## src/rtl/debounce_bank.sv

```systemverilog
// debounce_bank: per-channel sync, shared-tick sampling and N-sample agreement debounce
// driving a clean level plus one-cycle rise, fall and long-press pulses.
module debounce_bank #(
  parameter int N_CH = 4,
  parameter int TICK_CYCLES = 1250000,
  parameter int SAMPLES = 3,
  parameter int HOLD_TICKS = 80,
  parameter logic [N_CH-1:0] INVERT = '0
) (
  input  logic            clk,
  input  logic            rst,
  input  logic [N_CH-1:0] inp,
  output logic [N_CH-1:0] level,
  output logic [N_CH-1:0] rise,
  output logic [N_CH-1:0] fall,
  output logic [N_CH-1:0] held,
  output logic            tick
);
  localparam int CW = $clog2(TICK_CYCLES);
  localparam int HW = $clog2(HOLD_TICKS + 1);
  logic [N_CH-1:0] r_s1, r_s2, w_x;
  logic [CW-1:0] r_cnt;
  assign tick = r_cnt == CW'(TICK_CYCLES - 1);
  assign w_x = r_s2 ^ INVERT;
  always_ff @(posedge clk or negedge rst)
    if (!rst) begin
      r_s1  <= '0;
      r_s2  <= '0;
      r_cnt <= '0;
    end else begin
      r_s1  <= inp;
      r_s2  <= r_s1;
      r_cnt <= tick ? '0 : r_cnt + CW'(1);
    end
  for (genvar i = 0; i < N_CH; i++) begin : g_ch
    logic [SAMPLES-1:0] r_hist, w_h;
    logic [HW-1:0] r_hcnt;
    logic r_level, r_rise, r_fall, r_held;
    assign w_h = {r_hist[SAMPLES-2:0], w_x[i]};
    // hcnt only advances while high and saturates, so held fires once per press
    always_ff @(posedge clk or negedge rst)
      if (!rst) begin
        r_hist  <= '0;
        r_hcnt  <= '0;
        r_level <= 1'b0;
        r_rise  <= 1'b0;
        r_fall  <= 1'b0;
        r_held  <= 1'b0;
      end else begin
        r_rise <= 1'b0;
        r_fall <= 1'b0;
        r_held <= 1'b0;
        if (tick) begin
          r_hist <= w_h;
          if (&w_h && !r_level) begin
            r_level <= 1'b1;
            r_rise  <= 1'b1;
            r_hcnt  <= '0;
          end else if (~|w_h && r_level) begin
            r_level <= 1'b0;
            r_fall  <= 1'b1;
            r_hcnt  <= '0;
          end else if (r_level && r_hcnt < HW'(HOLD_TICKS)) begin
            r_hcnt <= r_hcnt + HW'(1);
            r_held <= r_hcnt == HW'(HOLD_TICKS - 1);
          end
        end
      end
    assign level[i] = r_level;
    assign rise[i]  = r_rise;
    assign fall[i]  = r_fall;
    assign held[i]  = r_held;
  end
endmodule
```

## config.mk

```make
export PLATFORM = sky130hd
export DESIGN_NAME = debounce_bank
export DESIGN_NICKNAME = d
export VERILOG_FILES = /design/src/rtl/debounce_bank.sv
export SDC_FILE = /design/constraint.sdc
export NUM_CORES = 1
export LEC_CHECK = 0
export CAP_MARGIN = 20
export CORE_AREA = 3 3 97 99
export CTS_CLUSTER_DIAMETER = 60
export DETAILED_ROUTE_END_ITERATION = 12
export DIE_AREA = 0 0 100 102
export PLACE_DENSITY = 0.62
export SLEW_MARGIN = 20
export SYNTH_ARGS = -nofsm -noshare
export SYNTH_HDL_FRONTEND = slang
export SYNTH_SLANG_ARGS = --single-unit
```

## constraint.sdc

```tcl
create_clock -name clk -period 2.01 [get_ports clk]
set_input_delay 0.402 -clock clk [delete_from_list [all_inputs] [get_ports clk]]
set_output_delay 0.402 -clock clk [all_outputs]
set_load 0.05 [all_outputs]
```

# == Word level (Yosys, flattened, before mapping) ==
# Cells that the tools add are included.
# classes
n_div,0
magnitude_cmp,4
mux,57
add_sub_neg,5
shifts,0
reduce_logical,44
n_eq_ne,5
n_bitwise,0
multipliers,0
# ops
cell,n
7-bit 2-to-1 mux,12
1-bit 2-to-1 mux,44
"7-bit by 1-bit adder with 7-bit output, second input constant",4
"7-bit == test, second input constant",4
"7-bit < comparator, second input constant",4
"21-bit by 1-bit adder with 21-bit output, second input constant",1
"21-bit == test, second input constant",1
21-bit 2-to-1 mux,1
2-bit AND reduction,8
1-bit logical AND,12
3-bit AND reduction,4
3-bit nonzero test,4
3-bit OR reduction,4
1-bit logical NOT,8
2-bit nonzero test,4
# word_totals
regBits,81
mem_bits_ro,0
mem_count,0
word_cells,142
ramBits,0
latch_bits,0

# == Longest topological paths before layout ==
# Gate-level depths: netlist (run 1).
# depth
depth_word,6
mapped_depth,9

# == Least setup slack after synthesis (run 1) ==
# No wires, ideal clock.
# synth_path
path_type,reg2out
from,register r_cnt[0]
to,output tick
required_time_ns,1.608
setup_slack_ns,-0.312
n_path_buf,2
path_stages_with_launch,8
arrival_time_ns,1.920
path_cell_list,dfrtp_1 ha_1 and3_1 nand4_1 or4_1 buf_2 inv_2 buf_2
# synth_between
elab_chain_len,1
# synth_rtl
element,line,source
start: declaration,22,logic [CW-1:0] r_cnt;
start signal: assignment,33,r_cnt <= tick ? '0 : r_cnt + CW'(1);
21-bit == test,23,assign tick = r_cnt == CW'(TICK_CYCLES - 1);
end: declaration,17,output logic tick
# No other way between the ends.

# == Final worst setup path (run 1) ==
# layout_path
from,register r_cnt[1]
to,output tick
# The elaborated chain is that of the path after synthesis.

==> impl_metrics.csv, run 1 <==
group,metric,value,unit
routing,vias,2859,
final_layout,syn_to_final_growth,23.9,%
global_route,grt_max_degree,31,
clocking,cts.clk_slew.worst_paths,0.09,ns
global_route,grt_overflow,0,
routing,wl,7490,um
logic_synthesis,syn_nets,386,
floorplanning,start_util,43.7,%
floorplanning,io_pins,23,
setup_path,r2r_slack,-0.23,ns
timing,period_minus_slack,2.28,ns
min_path,holdPathStages,0,
final_layout,layout_commonest_cell,"dfrtp_1",
final_layout,drive_gt1_share,22.1,%
global_route,grt_pass1_wl,12700,um
setup_path,crit_end,"tick",
setup_path,worstPathCellList,"ha_2 > and3_4 > nand4_1 > or4_4 > inv_8 > buf_12",
clocking,clock_sinks,81,
final_layout,layout_common_cells,"81 x dfrtp_1, 31 x buf_4, 24 x o21ai_0, 24 x o21ai_1, 21 x nor2_1",
floorplanning,coreArea,8640,um^2
setup_path,critPathBufInv,2,
global_route,grt_pass1_vias,2777,
timing,relSlewSlack,66.5,%
setup_path,arrival,1.88,ns
floorplanning,dieArea,10200,um^2
setup_path,max_stage_delay,0.49,ns
timing,setup-violations-final,38,
global_route,antenna_found_initial,0,
timing,holdWs,0.357,ns
final_layout,diodes,0,
routing,highest_layer,"met4",
run_status,violations,"negative setup slack",
power,peakVddDrop,0.464,mV
routing,via_per_inst,5.36,
min_path,min_path_type,"register to register",
setup_path,r2r-end,"g_ch[0].r_hcnt[5]$_DFFE_PN0P_",
clocking,htree_levels,3,
timing,tns,-4.82,ns
routing,drtAntennaViolNets,0,
routing,drtPass1Iterations,4,
final_layout,multi_input_area,1610,um^2
logic_synthesis,ys_seq_elements,81,
timing,fin_worst_skew,0.0154,ns
routing,drt-met1-wl,3520,um
logic_synthesis,synthFlopType,"dfrtp_1",
floorplanning,die_y,102,um
routing,wl_per_cell,14.0,um
setup_path,cp-end-kind,"output pin",
logic_synthesis,yosys.cell_types.count,35,
floorplanning,die_x,100,um
routing,wl_met3,205,um
clocking,cts-root-buf,"clkbuf_8",
logic_synthesis,ys_seq_area_share,53.7,%
timing,worst_pin_slew,0.501,ns
setup_path,cp_max_fo,3,
timing,setup_slack,-0.268,ns
logic_synthesis,netlist_area,3770,um^2
final_layout,register_area,2030,um^2
logic_synthesis,async_reset_ff_share,100,%
setup_path,reg2reg_depth,8,
logic_synthesis,synth_edf_count,0,
final_layout,fin_nets,431,
setup_path,critPathSlowestCell,"or4_4",
clocking,cts_tree,"done",
setup_path,cp.depth,6,
setup_path,cp_top_family,"simple AND/OR/NAND/NOR gates",
setup_path,crit_required,1.61,ns
clocking,cts_made_buffers,9,
timing,hold_viol,0,
timing,slew_violations,0,
logic_synthesis,syn-instance-count,375,
placed_design,hpwl,5010,um
timing,max_freq,439,MHz
setup_path,startpoint,"r_cnt[1]$_DFF_PN0_",
setup_path,worstSetupStartpointType,"register",
setup_path,r2r-start,"r_cnt[1]$_DFF_PN0_",
run_status,status,"finished, violations left",
clocking,clock_path_buffers,2,
setup_path,worstSetupPathType,"register to output pin",
global_route,track_usage,15.6,%
routing,dr.first_iter.drc_count,72,
power,p_leak,2.11,nW
placed_design,port_buffers,22,
placed_design,gp_congestion,0.830,
timing,period_share,113,%
final_layout,fill_cells,782,
logic_synthesis,syn_area_per_cell,10.1,um^2
power,p_per_area,605,nW/um^2
timing,rsz0062_at_grt,"true",
clocking,clkLatencyLatePin,0.36,ns
logic_synthesis,ys_warn_count,0,
routing,drcViolationCount,0,
routing,wl_met2,3640,um
floorplanning,rows,34,
run,drv_cap,0,
[area by class of cell]
cell class                 count  share of cell area, %
clock buffer                  10                   2.94
multi-input combinational    252                   34.5
clock inverter                 6                   1.07
sequential                    81                   43.4
tap                          108                   2.89
timing repair buffer          65                   14.2
inverter                      11                   1.04
[through the flow]
stage	area, um^2	utilization [%]	setup WS, ns	std cells	total power [mW]
finish	4670	54.1	-0.268	533	2.83
global placement	4210	48.8	-0.0537	507	1.73
CTS	4530	52.4	-0.357	527	2.88
detailed placement	4210	48.8	-0.0918	507	1.73
global route	4670	54.1	-0.349	533	2.95
floorplan	3810	-	0.00600	375	1.68
[how the worst min path moves through the flow]
stage,start,endpoint,slack (ns)
2_1_floorplan,rst,g_ch[0].r_fall$_DFF_PN0_,0.11
3_3_place_gp,rst,r_s1[3]$_DFF_PN0_,0.32
3_5_place_dp,rst,g_ch[2].r_hist[1]$_DFFE_PN0P_,0.32
4_1_cts,r_s1[1]$_DFF_PN0_,r_s2[1]$_DFF_PN0_,0.36
5_1_grt,r_s1[1]$_DFF_PN0_,r_s2[1]$_DFF_PN0_,0.36
6_report,r_s1[3]$_DFF_PN0_,r_s2[3]$_DFF_PN0_,0.36
[worst register-to-register path, stage by stage (launching register included)]
cell and delay [ns]:
dfrtp_1 0.36, ha_2 0.18, and3_4 0.19, nand4_1 0.09, or4_4 0.49, buf_4 0.16, buf_6 0.14, or4_1 0.50
nand2_1 0.08
[logic make-up after synthesis]
logic type               after synthesis  share of synthesized area (%)
multiplexers                           1                          0.265
AND/OR/NAND/NOR                      131                           19.8
flip-flops                            81                           53.7
XOR/XNOR                              18                           4.18
adder cells (fa/ha/maj)                5                           1.66
buffers and inverters                 42                           5.97
AO/OA/AOI/OAI                         97                           14.4
[synthesized netlist by cell type (9+ instances only)]
cell type / count / area (um^2)
clkbuf_1: 9 / 33.8
buf_4: 16 / 120
xor2_1: 10 / 87.6
nand3_1: 17 / 85.1
a21oi_1: 20 / 100
nor2_1: 22 / 82.6
nand2_1: 19 / 71.3
and2_1: 10 / 62.6
inv_1: 10 / 37.5
and3_1: 15 / 93.8
nand2b_1: 9 / 56.3
dfrtp_1: 81 / 2030
o21ai_0: 51 / 255
[layer usage]
metal | vias up | track usage (%)
li1 | 1418 | -
met1 | 1397 | 20.1
met2 | 33 | 25.7
met3 | 11 | 3.07
met4 | 0 | 7.05
met5 | - | 0
[where the power goes]
group	internal [mW]	total (mW)	switching, mW
Clock	0.495	1.13	0.633
Combinational	0.0191	0.0564	0.0374
Sequential	1.64	1.64	0.00708
[timing repair]
item	4_1_cts	5_1_grt
hold buffers	1	0
buffers inserted	2	7
gates resized for setup	32	36
hold endpoints to repair	19	0
setup endpoints to repair	29	60
pin swaps	8	11
cloned	1	1
[sequential cells by signal, indices dropped and copies added, names as in the netlist]
name and flops:
r_s1 4, g_ch.r_fall 4, g_ch.r_level 4, g_ch.r_held 4, g_ch.r_rise 4, r_s2 4, r_cnt 21, g_ch.r_hcnt 28
g_ch.r_hist 8
No activity file was read; power rests on OpenSTA's default activity.
==> run 2: changes to the inputs <==
--- a/config.mk
+++ b/config.mk
@@ -7,11 +7,12 @@
 export LEC_CHECK = 0
 export CAP_MARGIN = 20
 export CORE_AREA = 3 3 97 99
+export CTS_BUF_LIST = sky130_fd_sc_hd__clkbuf_8
 export CTS_CLUSTER_DIAMETER = 60
 export DETAILED_ROUTE_END_ITERATION = 12
 export DIE_AREA = 0 0 100 102
 export PLACE_DENSITY = 0.62
-export SLEW_MARGIN = 20
+export SLEW_MARGIN = 40
 export SYNTH_ARGS = -nofsm -noshare
 export SYNTH_HDL_FRONTEND = slang
 export SYNTH_SLANG_ARGS = --single-unit
==> constraint.sdc (replaced) <==
create_clock -name clk -period 2.01 [get_ports clk]
set_input_delay 0.5025 -clock clk [delete_from_list [all_inputs] [get_ports clk]]
set_output_delay 0.5025 -clock clk [all_outputs]
set_load 0.05 [all_outputs]
==> run 2 against run 1 <==
Effect of this change: the flow still finishes with violations (negative setup slack); worst hold slack lost 0.34 ns; total power up 7.5%; clock skew down 0.0030 ns; sequential power hardly changed; combinational power down 4.8%; critical path depth rose by 1; count of clock-buffer cells in the layout stayed put; die area did not move; critical path type unchanged; largest cell class unchanged.
==> impl_metrics.csv, run 2 (synthesized netlist as in run 1, its figures left out) <==
group,metric,value,unit
run_status,status,"finished, violations left",
run_status,violations,"negative setup slack",
timing,rsz0062_at_grt,"true",
setup_path,max_stage_delay,0.45,ns
final_layout,drive_gt1_share,26.2,%
setup_path,worstSetupStartpointType,"register",
clocking,cts_tree,"done",
setup_path,worstPathCellList,"ha_2 > and3_4 > nand4_1 > or4_1 > buf_6 > inv_8 > buf_12",
final_layout,final_cells,535,
setup_path,arrival,1.92,ns
power,peakVddDrop,0.534,mV
global_route,antenna_found_initial,0,
timing,max_freq,413,MHz
final_layout,fin_area,4790,um^2
min_path,min_path_type,"primary input to async pin",
global_route,grt_overflow,0,
routing,vias,2924,
timing,fin_worst_skew,0.0124,ns
clocking,htree_levels,3,
clocking,clock_sinks,81,
floorplanning,die_x,100,um
clocking,cts-root-buf,"clkbuf_8",
placed_design,placedCellCount,506,
floorplanning,dieArea,10200,um^2
floorplanning,die_y,102,um
global_route,track_usage,15.6,%
floorplanning,rows,34,
global_route,grt_pass1_vias,2882,
placed_design,port_buffers,22,
routing,wl_met2,3870,um
setup_path,worstSetupPathType,"register to output pin",
clocking,cts.clk_slew.worst_paths,0.09,ns
routing,dr.first_iter.drc_count,128,
routing,highest_layer,"met4",
timing,holdWs,0.0188,ns
floorplanning,io_pins,23,
timing,setup-violations-final,49,
setup_path,cp_max_fo,2,
floorplanning,coreArea,8640,um^2
timing,slew_violations,0,
clocking,holdBufCountCts,0,
timing,period_minus_slack,2.42,ns
setup_path,critPathBufInv,3,
routing,drtAntennaViolNets,0,
timing,relSlewSlack,66.1,%
routing,wl_met3,199,um
clocking,cts_made_buffers,9,
final_layout,layout_common_cells,"81 x dfrtp_1, 34 x buf_4, 26 x o21ai_0",
clocking,clock_path_buffers,2,
placed_design,placed_cell_area,4210,um^2
routing,wl,7760,um
timing,hold_viol,0,
final_layout,largest_reg_flops,28,
final_layout,layout_commonest_cell,"dfrtp_1",
timing,setup_slack,-0.413,ns
setup_path,cp-end-kind,"output pin",
clocking,clkLatencyLatePin,0.35,ns
routing,drcViolationCount,0,
power,p_leak,2.27,nW
power,p_per_area,635,nW/um^2
global_route,grt_pass1_wl,12800,um
final_layout,diodes,0,
final_layout,syn_to_final_growth,27.0,%
final_layout,reg_top3,"g_ch.r_hcnt (28), r_cnt (21), g_ch.r_hist (8)",
routing,drtPass1Iterations,4,
setup_path,critPathSlowestCell,"or4_1",
placed_design,hpwl,5180,um
timing,period_share,121,%
setup_path,crit_required,1.51,ns
routing,wl_per_cell,14.5,um
placed_design,gp_congestion,0.776,
setup_path,cp_top_family,"simple AND/OR/NAND/NOR gates",
floorplanning,start_util,43.7,%
final_layout,fin_nets,433,
global_route,grt_max_degree,31,
routing,via_per_inst,5.47,
routing,drt-met1-wl,3560,um
run,drv_cap,0,
timing,worst_pin_slew,0.508,ns
final_layout,largest_register,"g_ch.r_hcnt",
-- run 2: cell types whose count changed in the layout (fill, tap and decap cells not counted), sizes merged, moves of 2 or more --
| cell | before | now |
|---|---|---|
| clkdlybuf4s50 | 16 | 7 |
| dlymetal6s2s | 0 | 7 |
| buf | 47 | 51 |
| dlygate4sd2 | 0 | 2 |
| bufinv | 0 | 2 |
-- run 2: layout make-up --
| cell class | instances | area (um^2) |
|---|---|---|
| Clock buffer | 10 | 138 |
| Sequential cell | 81 | 2030 |
| Tap cell | 108 | 135 |
| Timing Repair Buffer | 67 | 656 |
| Fill cell | 714 | 3840 |
| Inverter | 11 | 48.8 |
| Clock inverter | 6 | 90.1 |
| Multi-Input combinational cell | 252 | 1700 |
-- run 2: final timing paths --
kind	from	endpoint	slack [ns]	depth (start not counted)
setup / recovery	r_cnt[0]$_DFF_PN0_	tick	-0.41	7
hold / removal	rst	r_s1[3]$_DFF_PN0_	0.02	1
setup reg to reg	r_cnt[0]$_DFF_PN0_	g_ch[0].r_hcnt[4]$_DFFE_PN0P_	-0.29	11
hold reg to reg	r_s1[3]$_DFF_PN0_	r_s2[3]$_DFF_PN0_	0.36	0
max in group asynchronous	rst	g_ch[0].r_rise$_DFF_PN0_	1.47	2
min in group clk	r_s1[3]$_DFF_PN0_	r_s2[3]$_DFF_PN0_	0.36	0
-- run 2: routing by layer --
layer / vias to the layer above / global-route usage [%]
li1: 1418 / -
met1: 1446 / 19.5
met2: 46 / 26.5
met3: 14 / 2.94
met4: 0 / 6.63
met5: - / 0
-- run 2: power breakdown --
part	leakage, nW	switching, mW	internal, mW
Sequential	1.10	0.00815	1.64
Combinational	1.06	0.0369	0.0168
Clock	0.113	0.604	0.738
Total	2.27	0.649	2.39
-- run 2: worst register-to-register path, delay by kind of cell (launching register included) --
family          cells  cell delay [ns]
simple gates        4             0.96
buf+inv             5             0.50
flops               1             0.36
compound gates      1             0.22
fa+ha+maj           1             0.18
-- run 2: stage by stage --
stage | util [%] | setup WS, ns | power [mW] | TNS [ns]
4_1_cts | 53.1 | -0.424 | 3.08 | -4.90
5_1_grt | 55.5 | -0.483 | 3.15 | -14.17
2_1_floorplan | - | -0.0910 | 1.68 | -0.0910
6_report | 55.5 | -0.413 | 3.04 | -9.40
3_5_place_dp | 48.7 | -0.119 | 1.73 | -1.82
3_3_place_gp | 48.7 | -0.0668 | 1.73 | -0.325
-- run 2: what timing repair did --
item,4_1_cts,5_1_grt
pin swaps,10,11
cloned,1,0
resized for setup,43,48
buffers inserted,4,10
setup endpoints to repair,41,61
endpoints found under the hold margin,0,0
